`src/rtl/instruction_decode.sv`:
```
// RV32I decode stage: splits the fetched instruction into fields, builds the immediate,
// and registers everything for execute with stall hold and flush kill.
module instruction_decode #(
  parameter int unsigned I_WIDTH        = 32,
  parameter int unsigned PC_WIDTH       = 32,
  parameter int unsigned REG_ADDR_WIDTH = 5
) (
  input  logic                      d_clk,
  input  logic                      d_rst,
  input  logic [I_WIDTH-1:0]        i_instr,
  input  logic [PC_WIDTH-1:0]       i_pc,
  input  logic                      i_ce,
  input  logic                      i_stall,
  input  logic                      i_flush,
  output logic                      o_stall,
  output logic                      o_ce,
  output logic [PC_WIDTH-1:0]       o_pc,
  output logic [6:0]                o_opcode,
  output logic [2:0]                o_funct3,
  output logic                      o_funct7_b5,
  output logic [REG_ADDR_WIDTH-1:0] o_rs1_addr,
  output logic [REG_ADDR_WIDTH-1:0] o_rs2_addr,
  output logic [REG_ADDR_WIDTH-1:0] o_rd_addr,
  output logic [31:0]               o_imm,
  output logic                      o_rd_we,
  output logic                      o_illegal
);

  localparam logic [6:0] OpLoad   = 7'b0000011;
  localparam logic [6:0] OpOpImm  = 7'b0010011;
  localparam logic [6:0] OpAuipc  = 7'b0010111;
  localparam logic [6:0] OpStore  = 7'b0100011;
  localparam logic [6:0] OpOp     = 7'b0110011;
  localparam logic [6:0] OpLui    = 7'b0110111;
  localparam logic [6:0] OpBranch = 7'b1100011;
  localparam logic [6:0] OpJalr   = 7'b1100111;
  localparam logic [6:0] OpJal    = 7'b1101111;
  localparam logic [6:0] OpSystem = 7'b1110011;
  localparam logic [6:0] OpFence  = 7'b0001111;

  logic [6:0]                opcode_d;
  logic [REG_ADDR_WIDTH-1:0] rd_d;
  logic [31:0]               imm_d;
  logic                      rd_we_d;
  logic                      illegal_d;

  logic                      ce_q;
  logic [PC_WIDTH-1:0]       pc_q;
  logic [6:0]                opcode_q;
  logic [2:0]                funct3_q;
  logic                      funct7_b5_q;
  logic [REG_ADDR_WIDTH-1:0] rs1_q;
  logic [REG_ADDR_WIDTH-1:0] rs2_q;
  logic [REG_ADDR_WIDTH-1:0] rd_q;
  logic [31:0]               imm_q;
  logic                      rd_we_q;
  logic                      illegal_q;

  assign opcode_d = i_instr[6:0];
  assign rd_d     = i_instr[7 +: REG_ADDR_WIDTH];

  always_comb begin
    imm_d     = 32'd0;
    rd_we_d   = 1'b0;
    illegal_d = 1'b0;
    unique case (opcode_d)
      OpLoad, OpOpImm, OpJalr: begin
        imm_d   = {{20{i_instr[31]}}, i_instr[31:20]};
        rd_we_d = 1'b1;
      end
      OpSystem, OpFence: imm_d = {{20{i_instr[31]}}, i_instr[31:20]};
      OpStore:  imm_d = {{20{i_instr[31]}}, i_instr[31:25], i_instr[11:7]};
      OpBranch: imm_d = {{20{i_instr[31]}}, i_instr[7], i_instr[30:25], i_instr[11:8], 1'b0};
      OpLui, OpAuipc: begin
        imm_d   = {i_instr[31:12], 12'd0};
        rd_we_d = 1'b1;
      end
      OpJal: begin
        imm_d   = {{12{i_instr[31]}}, i_instr[19:12], i_instr[20], i_instr[30:21], 1'b0};
        rd_we_d = 1'b1;
      end
      OpOp:     rd_we_d = 1'b1;
      default:  illegal_d = 1'b1;
    endcase
    // Writes to x0 are architecturally discarded, so suppress them here.
    if (rd_d == '0) rd_we_d = 1'b0;
  end

  always_ff @(posedge d_clk or posedge d_rst) begin
    if (d_rst) begin
      ce_q        <= 1'b0;
      pc_q        <= '0;
      opcode_q    <= '0;
      funct3_q    <= '0;
      funct7_b5_q <= 1'b0;
      rs1_q       <= '0;
      rs2_q       <= '0;
      rd_q        <= '0;
      imm_q       <= '0;
      rd_we_q     <= 1'b0;
      illegal_q   <= 1'b0;
    end else if (i_flush) begin
      ce_q      <= 1'b0;
      rd_we_q   <= 1'b0;
      illegal_q <= 1'b0;
    end else if (i_stall) begin
      // Hold everything, including the valid, until downstream drains.
      ce_q <= ce_q;
    end else if (i_ce) begin
      ce_q        <= 1'b1;
      pc_q        <= i_pc;
      opcode_q    <= opcode_d;
      funct3_q    <= i_instr[14:12];
      funct7_b5_q <= i_instr[30];
      rs1_q       <= i_instr[15 +: REG_ADDR_WIDTH];
      rs2_q       <= i_instr[20 +: REG_ADDR_WIDTH];
      rd_q        <= rd_d;
      imm_q       <= imm_d;
      rd_we_q     <= rd_we_d;
      illegal_q   <= illegal_d;
    end else begin
      ce_q      <= 1'b0;
      rd_we_q   <= 1'b0;
      illegal_q <= 1'b0;
    end
  end

  // Released during flush so fetch can take the redirect.
  assign o_stall     = i_stall & ~i_flush;
  assign o_ce        = ce_q;
  assign o_pc        = pc_q;
  assign o_opcode    = opcode_q;
  assign o_funct3    = funct3_q;
  assign o_funct7_b5 = funct7_b5_q;
  assign o_rs1_addr  = rs1_q;
  assign o_rs2_addr  = rs2_q;
  assign o_rd_addr   = rd_q;
  assign o_imm       = imm_q;
  assign o_rd_we     = rd_we_q;
  assign o_illegal   = illegal_q;

endmodule

```
`config.mk`:
```
export PLATFORM = sky130hd
export DESIGN_NAME = instruction_decode
export DESIGN_NICKNAME = d
export VERILOG_FILES = /design/src/rtl/instruction_decode.sv
export SDC_FILE = /design/constraint.sdc
export NUM_CORES = 1
export LEC_CHECK = 0
export BUFFER_PORTS_ARGS = -buffer_cell sky130_fd_sc_hd__buf_2
export CORE_MARGIN = 1
export CORE_UTILIZATION = 40
export CTS_CLUSTER_SIZE = 14
export DETAILED_ROUTE_END_ITERATION = 8
export PLACE_DENSITY = 0.66
export SLEW_MARGIN = 20
export SYNTH_ARGS = -nofsm -noshare
export SYNTH_HDL_FRONTEND = slang
export SYNTH_SLANG_ARGS = --single-unit
export TNS_END_PERCENT = 50
```
`constraint.sdc`:
```
create_clock -name d_clk -period 5.6 [get_ports d_clk]
set_input_delay 0 -clock d_clk [delete_from_list [all_inputs] [get_ports d_clk]]
set_output_delay 0 -clock d_clk [all_outputs]
set_load 0.05 [all_outputs]
```
==> impl_metrics.csv <==
group,metric,value,unit
status,status,"finished clean",
synthesis,synth_area_leader_cell,"sky130_fd_sc_hd__dfrtp_1",
sta,fin_setup_tns,0,ns
critical_path,critPathCaptureType,"flip-flop",
synthesis,synth-seq-area-share,57.7,%
sta,timing.final.setup_violations,0,
sta,pins_over_their_slew_limit,0,
cts,worstSkewPairLatency,0.35,ns
grt,antenna_found_initial,0,
cts,clk_pin_slew,0.09,ns
layout,seqCellArea,2330,um^2
layout,fin_nets,726,
drt,num_vias,3758,
cts,cts_num_sinks,93,
drt,drc_errors,0,
synthesis,synth_area_leaders,"sky130_fd_sc_hd__dfrtp_1 58%, sky130_fd_sc_hd__nand2_1 20%, sky130_fd_sc_hd__a21oi_1 2.9%, sky130_fd_sc_hd__o21ai_2 2.2%, sky130_fd_sc_hd__nor2_1 1.9%",
sta,rsz0062_at_grt,"no",
critical_path,worst_ep_required_time,5.80,ns
drt,detailedRoute.firstIterationViolations,280,
power,ir_worst_vdd,0.000170,V
synthesis,syn_avg_cell_area,9.12,um^2
grt,via_count_of_the_first_global_routing_pass,3513,
synthesis,syn-num-nets,511,
flow_run,max_cap_violations,0,
synthesis,ys_async_sr_fraction,100,%
synthesis,netlist_instances,442,
layout,layout-drive-gt1-share,32.4,%
power,total_power,0.00186,W
drt,drt_via_density,4.73,
drt,wire_per_inst,13.7,um
placed_design,placement.io_buffers,162,
sta,fmax,454,MHz
floorplanning,io_pins,163,
floorplanning,vertical_die_dimension,102,um
grt,global_route.overflow_total,0,
grt,grt_first_pass_wirelength,16.8,mm
cts,postCtsResizedCells,0,
layout,n_antenna_cell,0,
critical_path,cp_max_fo,86,
synthesis,number_of_synthesis_warnings,0,
floorplanning,design.die.area,10500,um^2
power,pwr_density_cell,324,nW/um^2
layout,multiInputGateArea,1550,um^2
cts,cts_inserted_buffers,9,
layout,final.fill_count,893,
synthesis,synth.cells.most_frequent,"210 x sky130_fd_sc_hd__nand2_1, 93 x sky130_fd_sc_hd__dfrtp_1, 23 x sky130_fd_sc_hd__a21oi_1",
cts,cts_hold_buf,65,
placed_design,gpl.final_weighted_congestion,0.933,
grt,grtUsageTotal,20.7,%
floorplanning,dieWidth,102,um
min_path,min_path_type,"input port to flip-flop",
sta,final-hold-violation-count,0,
sta,clock_skew,0,ns
synthesis,area_share_of_the_largest_cell_type_after_synthesis,57.7,%
sta,timing.final.crit_period,2.20,ns
cts,cts_buffer_depth,2,
sta,worst_pin_slew,0.916,ns
power,p_leak,3.06,nW
cts,root_buffer,"sky130_fd_sc_hd__clkbuf_8",
placed_design,place.detailed.hpwl,7.01,mm
sta,post-route-period-util,39.3,%
sta,timing.slew.headroom,38.7,%
cts,cts.htree.levels,3,
floorplanning,floorplan.initialDensity,41.2,%
critical_path,criticalPathCategory,"input port to flip-flop",
synthesis,synth_ff_type,"sky130_fd_sc_hd__dfrtp_1",
layout,syn2layout_area_growth,42.6,%
critical_path,cp.arrival,2.41,ns
drt,route.final.wire_length,10.9,mm
drt,drtAntennaViolNets,0,
synthesis,synth-seq-cells,93,
cts,cts_setup_buffers,0,
grt,pin_count_of_the_biggest_net_entering_global_routing,87,
critical_path,critPathLaunchType,"input port",
drt,dr.pass1.iters,6,
synthesis,yosysMostFrequentCell,"sky130_fd_sc_hd__nand2_1",
cts,cts_tree,"done",
synthesis,synth.cell_area,4030,um^2
synthesis,synth-edff-count,0,
floorplanning,design.core.area,9770,um^2
synthesis,synth_unique_cells,43,
floorplanning,floorplan.rows,36,
==> report_power, final <==
group	leakage [nW]	switching (W)	internal (W)
registers	1.19	0.0000417	0.000753
logic	1.77	0.000441	0.000147
clock network	0.105	0.000228	0.000249
==> cells by family (layout without fill, tap and decap cells) <==
family	after synthesis	after routing	share of synthesized area [%]
mux	2	2	0.559
compound gates	65	65	11.5
fa+ha+maj	1	1	0.279
simple gates	253	253	26.0
flops	93	93	57.7
buf+inv	28	247	3.94
==> cell usage in the layout (no fill, tap or decap), types with 2 or more instances in the layout <==
master,Yosys,layout
sky130_fd_sc_hd__a21oi_1,23,23
sky130_fd_sc_hd__a22o_2,6,6
sky130_fd_sc_hd__a22oi_1,4,4
sky130_fd_sc_hd__and2_2,2,3
sky130_fd_sc_hd__buf_2,3,162
sky130_fd_sc_hd__buf_4,3,2
sky130_fd_sc_hd__bufinv_16,0,2
sky130_fd_sc_hd__clkbuf_8,0,9
sky130_fd_sc_hd__clkinv_2,0,2
sky130_fd_sc_hd__dfrtp_1,93,93
sky130_fd_sc_hd__dlygate4sd3_1,0,65
sky130_fd_sc_hd__mux2_2,2,2
sky130_fd_sc_hd__nand2_1,210,209
sky130_fd_sc_hd__nand3_1,4,4
sky130_fd_sc_hd__nor2_1,20,20
sky130_fd_sc_hd__nor2b_1,2,2
sky130_fd_sc_hd__nor3b_1,2,2
sky130_fd_sc_hd__nor4_2,2,2
sky130_fd_sc_hd__o21ai_0,12,12
sky130_fd_sc_hd__o21ai_2,10,10
==> worst paths after layout <==
path / start / to / slack [ns] / cells past startpoint
worst min-delay path: i_stall / o_ce$_DFFE_PP0N_ / 0.07 / 4
worst max register to register: o_imm[0]$_DFFE_PP0P_ / o_imm[0]$_DFFE_PP0P_ / 4.71 / 2
worst max-delay path: i_flush / o_imm[20]$_DFFE_PP0P_ / 3.40 / 6
max in group asynchronous: d_rst / o_rs1_addr[0]$_DFFE_PP0P_ / 4.29 / 4
worst min register to register: o_rs1_addr[2]$_DFFE_PP0P_ / o_rs1_addr[2]$_DFFE_PP0P_ / 0.47 / 2
min in group asynchronous: d_rst / o_funct7_b5$_DFFE_PP0P_ / 0.16 / 3
==> state kept, by name (all words and copies together), names as in the netlist <==
register / flops
o_imm: 32
o_pc: 32
o_rd_we: 1
o_rd_addr: 5
o_ce: 1
o_funct7_b5: 1
o_funct3: 3
o_rs1_addr: 5
o_illegal: 1
o_rs2_addr: 5
o_opcode: 7
==> worst max-delay path: stages <==
cell and delay [ns]:
sky130_fd_sc_hd__dlygate4sd3_1 0.55, sky130_fd_sc_hd__buf_2 0.13, sky130_fd_sc_hd__nor2_1 0.19, sky130_fd_sc_hd__nand2_4 0.53, sky130_fd_sc_hd__a21oi_1 0.84, sky130_fd_sc_hd__a21oi_1 0.16
==> metrics by stage <==
| step | utilization [%] | cells | cell area, um^2 | hold slack (ns) | setup WS (ns) |
|---|---|---|---|---|---|
| after floorplan | - | 442 | 4030 | 0.105 | 3.18 |
| after global placement | 50.0 | 714 | 4890 | -0.00198 | 3.63 |
| after detailed placement | 50.0 | 714 | 4890 | 0.00717 | 3.57 |
| after CTS | 58.8 | 794 | 5750 | 0.0582 | 3.41 |
| after global routing | 58.8 | 794 | 5750 | 0.0735 | 3.16 |
| final | 58.8 | 794 | 5750 | 0.0733 | 3.40 |
==> routing by layer <==
metal | GRT usage (%) | vias up | wire [um]
met3 | 3.69 | 20 | 585
met5 | 0 | - | 0
li1 | - | 1846 | -
met4 | 9.12 | 0 | 213
met2 | 33.2 | 135 | 5120
met1 | 27.5 | 1757 | 4990
==> final cells by class <==
type	instances	share of cell area (%)
clock buffers	9	2.15
inverters	3	0.239
clock inverters	6	1.50
flip-flops and latches	93	40.5
repair buffers	229	25.7
well taps	133	2.90
multi-input cells	321	27.0
(Power assumes the default switching activity.)
